## config.mk

```make
export PLATFORM = sky130hd
export DESIGN_NAME = if_fetch_stage
export DESIGN_NICKNAME = d
export VERILOG_FILES = /design/src/rtl/if_fetch_stage.sv
export SDC_FILE = /design/constraint.sdc
export NUM_CORES = 1
export LEC_CHECK = 0
export BUFFER_PORTS_ARGS = -buffer_cell sky130_fd_sc_hd__buf_2
export CORE_MARGIN = 3
export CORE_UTILIZATION = 45
export CTS_CLUSTER_SIZE = 10
export DETAILED_ROUTE_END_ITERATION = 10
export PLACE_DENSITY = 0.73
export SYNTH_ARGS = -nofsm -noshare
export SYNTH_HDL_FRONTEND = slang
export SYNTH_SLANG_ARGS = --single-unit
```

## constraint.sdc

```tcl
create_clock -name CLOCK -period 8.7 [get_ports CLOCK]
set_input_delay 0.87 -clock CLOCK [delete_from_list [all_inputs] [get_ports CLOCK]]
set_output_delay 0.87 -clock CLOCK [all_outputs]
set_load 0.1 [all_outputs]
```

## src/rtl/if_fetch_stage.sv

```systemverilog
// ---------------------------------------------------------------------------
// if_fetch_stage
//
// Instruction-fetch stage of the 5-stage LEGv8 pipeline. Owns the program
// counter, issues one outstanding request at a time to instruction memory
// over a req/ack handshake, absorbs downstream stalls with a one-entry skid
// buffer, and redirects on branches resolved in the MEM stage while
// squashing any fetch that was already in flight.
//
// Ports
//   CLOCK          in   1   rising-edge clock
//   RESET          in   1   synchronous, active-high reset
//   stall          in   1   hazard unit: hold output, start no new fetch
//   isZeroBranch   in   1   EX/MEM: conditional (CBZ-style) branch
//   isUnconBranch  in   1   EX/MEM: unconditional branch
//   alu_zero       in   1   EX/MEM: ALU zero flag
//   shifted_PC     in  64   EX/MEM: branch target
//   imem_req       out  1   fetch request
//   imem_addr      out 64   fetch address, stable while imem_req is high
//   imem_ack       in   1   response valid (ignored while imem_req is low)
//   imem_data      in  32   fetched instruction, valid with imem_ack
//   PC_out         out 64   PC of the instruction in IC_out
//   IC_out         out 32   instruction to IF/ID
//   valid_out      out  1   IC_out holds a real instruction
//   flush_out      out  1   one-cycle pulse: squash younger stages
// ---------------------------------------------------------------------------
module if_fetch_stage #(
  parameter logic [63:0] RESET_PC  = 64'h0,
  parameter logic [31:0] NOP_INSTR = 32'hD503201F,
  parameter int unsigned PC_STEP   = 4
) (
  input  logic        CLOCK,
  input  logic        RESET,
  input  logic        stall,
  input  logic        isZeroBranch,
  input  logic        isUnconBranch,
  input  logic        alu_zero,
  input  logic [63:0] shifted_PC,
  output logic        imem_req,
  output logic [63:0] imem_addr,
  input  logic        imem_ack,
  input  logic [31:0] imem_data,
  output logic [63:0] PC_out,
  output logic [31:0] IC_out,
  output logic        valid_out,
  output logic        flush_out
);

  // IDLE : no request outstanding (after reset, or parked on a stalled ack)
  // REQ  : request outstanding, its response is wanted
  // DRAIN: request outstanding, its response is stale and will be dropped
  typedef enum logic [1:0] {
    ST_IDLE  = 2'd0,
    ST_REQ   = 2'd1,
    ST_DRAIN = 2'd2
  } state_e;

  localparam logic [63:0] STEP = 64'(PC_STEP);

  state_e      state_q,      state_d;
  logic [63:0] pc_q,         pc_d;
  logic [63:0] req_addr_q,   req_addr_d;
  logic [63:0] pc_out_q,     pc_out_d;
  logic [31:0] ic_out_q,     ic_out_d;
  logic        valid_out_q,  valid_out_d;
  logic        flush_q,      flush_d;
  logic [63:0] skid_pc_q,    skid_pc_d;
  logic [31:0] skid_ic_q,    skid_ic_d;
  logic        skid_valid_q, skid_valid_d;

  logic        redirect;
  logic        req_active;
  logic [63:0] req_addr_next;

  assign redirect      = (isZeroBranch & alu_zero) | isUnconBranch;
  assign req_active    = (state_q == ST_REQ) || (state_q == ST_DRAIN);
  assign req_addr_next = req_addr_q + STEP;  // wraps modulo 2^64

  // -------------------------------------------------------------------------
  // Next-state and datapath
  // -------------------------------------------------------------------------
  always_comb begin
    // NOTE: every signal assigned below gets a default first, so no path
    // through this block can leave one unassigned and infer a latch.
    state_d      = state_q;
    pc_d         = pc_q;
    req_addr_d   = req_addr_q;
    pc_out_d     = pc_out_q;
    ic_out_d     = ic_out_q;
    valid_out_d  = valid_out_q;
    flush_d      = 1'b0;
    skid_pc_d    = skid_pc_q;
    skid_ic_d    = skid_ic_q;
    skid_valid_d = skid_valid_q;

    if (redirect) begin
      // Redirect wins over stall: the skid entry and the current output are
      // both younger than the branch, so they are dropped. PC_out is held.
      pc_d         = shifted_PC;
      skid_valid_d = 1'b0;
      valid_out_d  = 1'b0;
      ic_out_d     = NOP_INSTR;
      flush_d      = 1'b1;
      if (req_active && !imem_ack) begin
        // Memory still owes us a response for req_addr; keep asking for the
        // same address until it arrives, then throw it away.
        state_d = ST_DRAIN;
      end else begin
        // Nothing outstanding after this edge (any same-cycle ack is
        // discarded), so the target can be requested right away.
        state_d    = ST_REQ;
        req_addr_d = shifted_PC;
      end
    end else begin
      unique case (state_q)
        ST_IDLE: begin
          if (!stall) begin
            if (skid_valid_q) begin
              pc_out_d     = skid_pc_q;
              ic_out_d     = skid_ic_q;
              valid_out_d  = 1'b1;
              skid_valid_d = 1'b0;
            end else begin
              valid_out_d = 1'b0;
              ic_out_d    = NOP_INSTR;
            end
            req_addr_d = pc_q;
            state_d    = ST_REQ;
          end
        end

        ST_REQ: begin
          if (imem_ack) begin
            pc_d = req_addr_next;
            if (!stall) begin
              pc_out_d    = req_addr_q;
              ic_out_d    = imem_data;
              valid_out_d = 1'b1;
              req_addr_d  = req_addr_next;
            end else begin
              // Output is frozen; park the response in the skid entry and
              // stop issuing until the stall releases. The skid is always
              // empty here because requests only start from IDLE after it
              // has been drained.
              skid_pc_d    = req_addr_q;
              skid_ic_d    = imem_data;
              skid_valid_d = 1'b1;
              state_d      = ST_IDLE;
            end
          end else if (!stall) begin
            valid_out_d = 1'b0;
            ic_out_d    = NOP_INSTR;
          end
        end

        ST_DRAIN: begin
          // Output is already a bubble from the redirect that got us here.
          if (imem_ack) begin
            req_addr_d = pc_q;
            state_d    = ST_REQ;
          end
        end

        default: begin
          state_d = ST_IDLE;
        end
      endcase
    end
  end

  // -------------------------------------------------------------------------
  // State registers
  // -------------------------------------------------------------------------
  // NOTE: sequential state uses non-blocking assignments so every flop
  // samples the pre-edge value of every other flop, independent of order.
  always_ff @(posedge CLOCK) begin
    if (RESET) begin
      state_q      <= ST_IDLE;
      pc_q         <= RESET_PC;
      req_addr_q   <= RESET_PC;
      pc_out_q     <= RESET_PC;
      ic_out_q     <= NOP_INSTR;
      valid_out_q  <= 1'b0;
      flush_q      <= 1'b0;
      skid_valid_q <= 1'b0;
    end else begin
      state_q      <= state_d;
      pc_q         <= pc_d;
      req_addr_q   <= req_addr_d;
      pc_out_q     <= pc_out_d;
      ic_out_q     <= ic_out_d;
      valid_out_q  <= valid_out_d;
      flush_q      <= flush_d;
      skid_valid_q <= skid_valid_d;
    end
  end

  // NOTE: the skid payload is qualified by skid_valid_q and is never read
  // while invalid, so it is left out of reset to save reset fan-out.
  always_ff @(posedge CLOCK) begin
    skid_pc_q <= skid_pc_d;
    skid_ic_q <= skid_ic_d;
  end

  // -------------------------------------------------------------------------
  // Outputs
  // -------------------------------------------------------------------------
  assign imem_req  = req_active;
  assign imem_addr = req_addr_q;
  assign PC_out    = pc_out_q;
  assign IC_out    = ic_out_q;
  assign valid_out = valid_out_q;
  assign flush_out = flush_q;

endmodule

```

## Word level (Yosys, flattened, before mapping)

Index checks and enable logic that the tools add are counted.

| word-level totals | value |
|---|---|
| logic and storage cells | 81 |
| bits of input ports | 103 |
| register bits | 325 |

| operators by class | value |
|---|---|
| eq/ne operators | 13 |
| bitwise operators | 3 |
| reductions and logical operators | 16 |
| add/sub/neg operators | 1 |
| multiplexer cells | 38 |

Operators with widths:

| kind | number |
|---|---|
| $mux W64 | 13 |
| $pmux W64 S3 | 1 |
| $mux W32 | 5 |
| $pmux W64 S2 | 1 |
| $add A64 B3 Y64 const B | 1 |
| $pmux W32 S2 | 1 |
| $ne A3 B3 Y1 const B | 5 |
| $mux W2 | 6 |
| $ne A2 B2 Y1 const B | 6 |
| $reduce_and A4 Y1 | 3 |
| $reduce_and A6 Y1 | 2 |
| $mux W1 | 8 |
| $pmux W2 S3 | 1 |
| $reduce_bool A2 Y1 | 3 |
| $pmux W1 S2 | 2 |
| $reduce_bool A4 Y1 | 1 |
| $reduce_and A3 Y1 | 1 |
| $eq A2 B1 Y1 const B | 1 |
| $eq A2 B2 Y1 const B | 1 |
| $logic_not A2 Y1 | 1 |
| $reduce_and A2 Y1 | 1 |
| $reduce_or A2 Y1 | 1 |
| $and A1 B1 Y1 | 1 |
| $logic_and A1 B1 Y1 | 1 |
| other kinds (4) | 4 |

## Depth between registers and ports, before layout

| depth | value |
|---|---|
| word-level depth | 5 |
| gate-level depth with buffers | 11 |
| depth with buffers taken out | 8 |

## Worst setup path before layout

OpenSTA, ideal clock, no wires.

| timing | value |
|---|---|
| path kind | input-to-reg |
| from | input port isZeroBranch |
| to | register skid_ic_q[0] (enable) |
| setup slack | 2387 ps |
| data required time | 8148 ps |
| data arrival time | 5761 ps |
| library setup time | 552 ps |
| cell stages on the path | 5 |
| buffers on the path | 2 |
| cells stage by stage | a21oi_1 > nand2_1 > clkbuf_1 > clkbuf_1 > nor2_1 |

| between the ends | value |
|---|---|
| longest elaborated chain between the ends | 4 |

Ends and longest elaborated chain:

| item | RTL line | RTL |
|---|---|---|
| start: declaration | 35 | `input logic isZeroBranch,` |
| $and A1 B1 Y1 | 75 | `assign redirect = (isZeroBranch & alu_zero) \| isUnconBranch;` |
| $or A1 B1 Y1 | 75 |  |
| $not A1 Y1 (no source line) | -- |  |
| $reduce_and A4 Y1 (no source line) | -- |  |
| end signal: assignment | 202 | `skid_ic_q <= skid_ic_d;` |
| end: declaration | 68 | `logic [31:0] skid_ic_q, skid_ic_d;` |

Every way passes these cells.
A chain may end at the register's enable or synchronous reset.

## Worst setup path after layout

| timing | value |
|---|---|
| from | register state_q[1] |
| to | register req_addr_q[30] (netlist: imem_addr[30]) |

| between the ends | value |
|---|---|
| longest elaborated chain between the ends | 5 |
| elaborated cells on any way between the ends | 14 |
| classes of those cells | eq/ne (7); mux (2); reduce/logical (5) |

Ends and longest elaborated chain:

| item | RTL line | RTL |
|---|---|---|
| start: declaration | 60 | `state_e state_q, state_d;` |
| start signal: assignment | 187 | `state_q <= state_d;` |
| $eq A2 B1 Y1 / $eq A2 B2 Y1 (equally long branches) | 76, 115 |  |
| $logic_or A1 B1 Y1 | 76 | `assign req_active = (state_q == ST_REQ) \|\| (state_q == ST_DRAIN);` |
| $logic_and A1 B1 Y1 | 104 | `if (req_active && !imem_ack) begin` |
| $ne A2 B2 Y1 (no source line) | -- |  |
| $reduce_and A6 Y1 (no source line) | -- |  |
| end signal: assignment | 189 | `req_addr_q <= req_addr_d;` |
| end: declaration | 62 | `logic [63:0] req_addr_q, req_addr_d;` |

Parallel ways exist; a longest one is shown, timed or not.

==> reports/results.ini <==
[status]
status=complete, no violations

[timing]
period_share_pct=54.3
rsz0062_at_grt=false
drv_slew=0
setup_ws_ns=3.98
fin_crit_ns=4.72
fmax_mhz=212
setup_viol=0
tightest_slew_ns=1.17
clock_skew_ns=0.0150
relSlewSlack_pct=21.8
hold_viol=0
setup_tns_ns=0

[routing]
wl_met2_um=22000
wl_met3_um=3800
drc=0
routed_wl_um=47000
via_count=13777
initialDrtViolationCount=1427
met1Wirelength_um=19700
first_pass_iters=6
viasPerCell=6.10
top_layer=met5
drtAntennaViolNets=0
post_drt_wl_per_cell_um=20.8

[clocking]
htree_levels=2
ctsLongestPathBuffers=3
cts_tree=done
numCtsBuffers=39
cts.repair.resized=0
path_clk_slew_ns=0.06
postCtsHoldBufs=0
cts_sinks=325
root_buffer=clkbuf_16
post_cts_buffers=0
clk_latency_ns=0.52

[flow_run]
drv_cap=0

[setup_path]
worst-path-max-fanout=79
cp-start-kind=flop
regToRegEndpoint=imem_addr[30]
crit_slowest_cell=o21ba_2
r2r_start=state_q[1]
slowest_delay_ns=0.82
cp.depth=10
r2r_cells=10
cp_cell_sequence=inv_1 -> ha_4 -> buf_4 -> o21ba_2 -> nand2_1 -> a31oi_4 -> buf_4 -> nand2_1 -> a21oi_1 -> a31o_2
path_buf_inv=3
cp_data_required_time_ns=9.17
setup.worst_path.end_class=flop
worstSetupPathType=reg -> reg
critical-path-top-delay-family=buffers and inverters
cp.arrival_ns=5.19
r2r_slack_ns=3.98

[min_path]
min_from=IC_out[13]
hp-class=reg -> reg
holdPathStages=2
whs_endpoint=IC_out[13]

[global_routing]
grt.overflow.total=0
grt_max_degree=92
antenna_found_initial=11
grtUsageTotal_pct=24.9
grt_pass1_wl_um=72900
grt_pass1_vias=12891

[synth]
avgSynthCellArea_sq_um=9.44
syn_inst=1613
synth_area_sq_mm=0.0152
synthAdderAreaFrac_pct=0.329
synth_warnings=0
synth_top_family_by_area=compound AO/OA/AOI/OAI gates
synth_seq_area_share_pct=49.0
synth_edf_count=96
synth.net_count=1720
ys_types=71
synth_xor_area_share_pct=2.64
synth-simple-area-share_pct=16.3
ys_ff_latch=325
ys_async_sr_fraction_pct=0
synth_compound_area_share_pct=22.5
synthFlopType=dfxtp_1
synth.area.mux_share_pct=4.61

[final_layout]
drive_gt1_share_pct=20.2
area_growth_syn_to_layout_pct=17.2
num-nets-final=1887
final_cells=2258
final_common_cell=buf_2
final_util_pct=54.2
fillers=2914
layout_common_cells=buf_2, dfxtp_1, nor2_1
postLayoutCellArea_sq_mm=0.0179

[placed_design]
postPlaceCellArea_sq_mm=0.0167
io_buffers=265
hpwl_um=30500
place_ws_ns=4.01
gp_congestion=0.865
place_inst=2181

[die]
rows=66
dieArea_sq_mm=0.0361
die_x_um=190
die_h_um=190
ios=266
coreArea_sq_mm=0.0329
initial_core_util_pct=46.2

[power_and_ir_drop]
leakage_nw=6.62
peakVddDrop_uv=167
power.density_mw_per_mm2=236

[Yosys cell counts (16+ instances only)]
cell        n  area (sq um)
dfxtp_1   229          4580
nor2_1    180           676
clkbuf_1  114           428
nand2_1    99           372
edfxtp_1   96          2880
a21oi_1    78           390
o21ai_0    74           370
a211oi_1   73           548
mux2i_1    69           691
a22oi_1    50           375
nand3_1    44           220
nor3_1     44           220
nand4_1    35           219
xnor2_1    33           289
o22ai_1    29           181
and3_1     26           163
a221oi_1   25           219
buf_2      25           125
a31oi_1    23           144
buf_1      18          67.6
a22o_1     16           140
[through the flow]
stage                     hold WS (ns)  power (mW)
after floorplan                  0.449        2.55
after global placement           0.448        2.74
after detailed placement         0.456        2.76
after CTS                        0.468        4.23
after global routing             0.504        4.37
final                            0.467        4.22
[final cells by class]
cell class | count | area, sq um | share of cell area, %
Sequential cell | 325 | 7470 | 41.8
Tap cell | 442 | 553 | 3.10
Inverter | 15 | 56.3 | 0.315
Antenna cell | 9 | 22.5 | 0.126
Clock inverter | 2 | 8.76 | 0.0491
Multi-Input combinational cell | 1114 | 7140 | 40.0
Clock buffer | 66 | 1120 | 6.27
Timing Repair Buffer | 285 | 1480 | 8.30
[worst max-delay path by stage]
| stage | slack [ns] | endpoint | from |
|---|---|---|---|
| 2_1_floorplan | 2.39 | skid_ic_q[0] | isZeroBranch |
| 3_3_place_gp | 4.12 | imem_addr[30] | state_q[1] |
| 3_5_place_dp | 4.01 | imem_addr[30] | state_q[1] |
| 4_1_cts | 4.02 | imem_addr[30] | state_q[1] |
| 5_1_grt | 3.63 | imem_addr[30] | state_q[1] |
| 6_report | 3.98 | imem_addr[30] | state_q[1] |
[worst register-to-register path: stages, from the launching register on]
cell     delay (ns)
dfxtp_1        0.33
inv_1          0.11
ha_4           0.62
buf_4          0.71
o21ba_2        0.85
nand2_1        0.29
a31oi_4        0.23
buf_4          0.67
nand2_1        0.49
a21oi_1        0.25
a31o_2         0.12
[power breakdown]
part	total [mW]	switching (mW)	internal [mW]
Clock	1.48	0.606	0.869
Combinational	0.967	0.735	0.232
Sequential	1.77	0.121	1.65
Total	4.22	1.46	2.75
[per-layer routing]
layer | up-vias | track usage, %
met4 | 6 | 9.24
met1 | 6620 | 33.6
met3 | 105 | 4.64
met5 | - | 0
li1 | 6424 | -
met2 | 622 | 40.0
[kinds of logic (layout without fill, tap and decap cells)]
logic type,count (synthesis),count (layout)
simple gates,504,504
flops,325,325
xor+xnor,46,46
mux,70,70
other cells,0,9
compound gates,490,490
buf+inv,174,368
fa+ha+maj,4,4
[state kept, by name (all words and copies together) (netlist names)]
signal        flops
imem_addr        64
skid_valid_q      1
PC_out           64
IC_out           32
skid_ic_q        32
state_q           2
pc_q             64
flush_out         1
valid_out         1
skid_pc_q        64
Note: power is estimated with default switching activity, not from simulation.
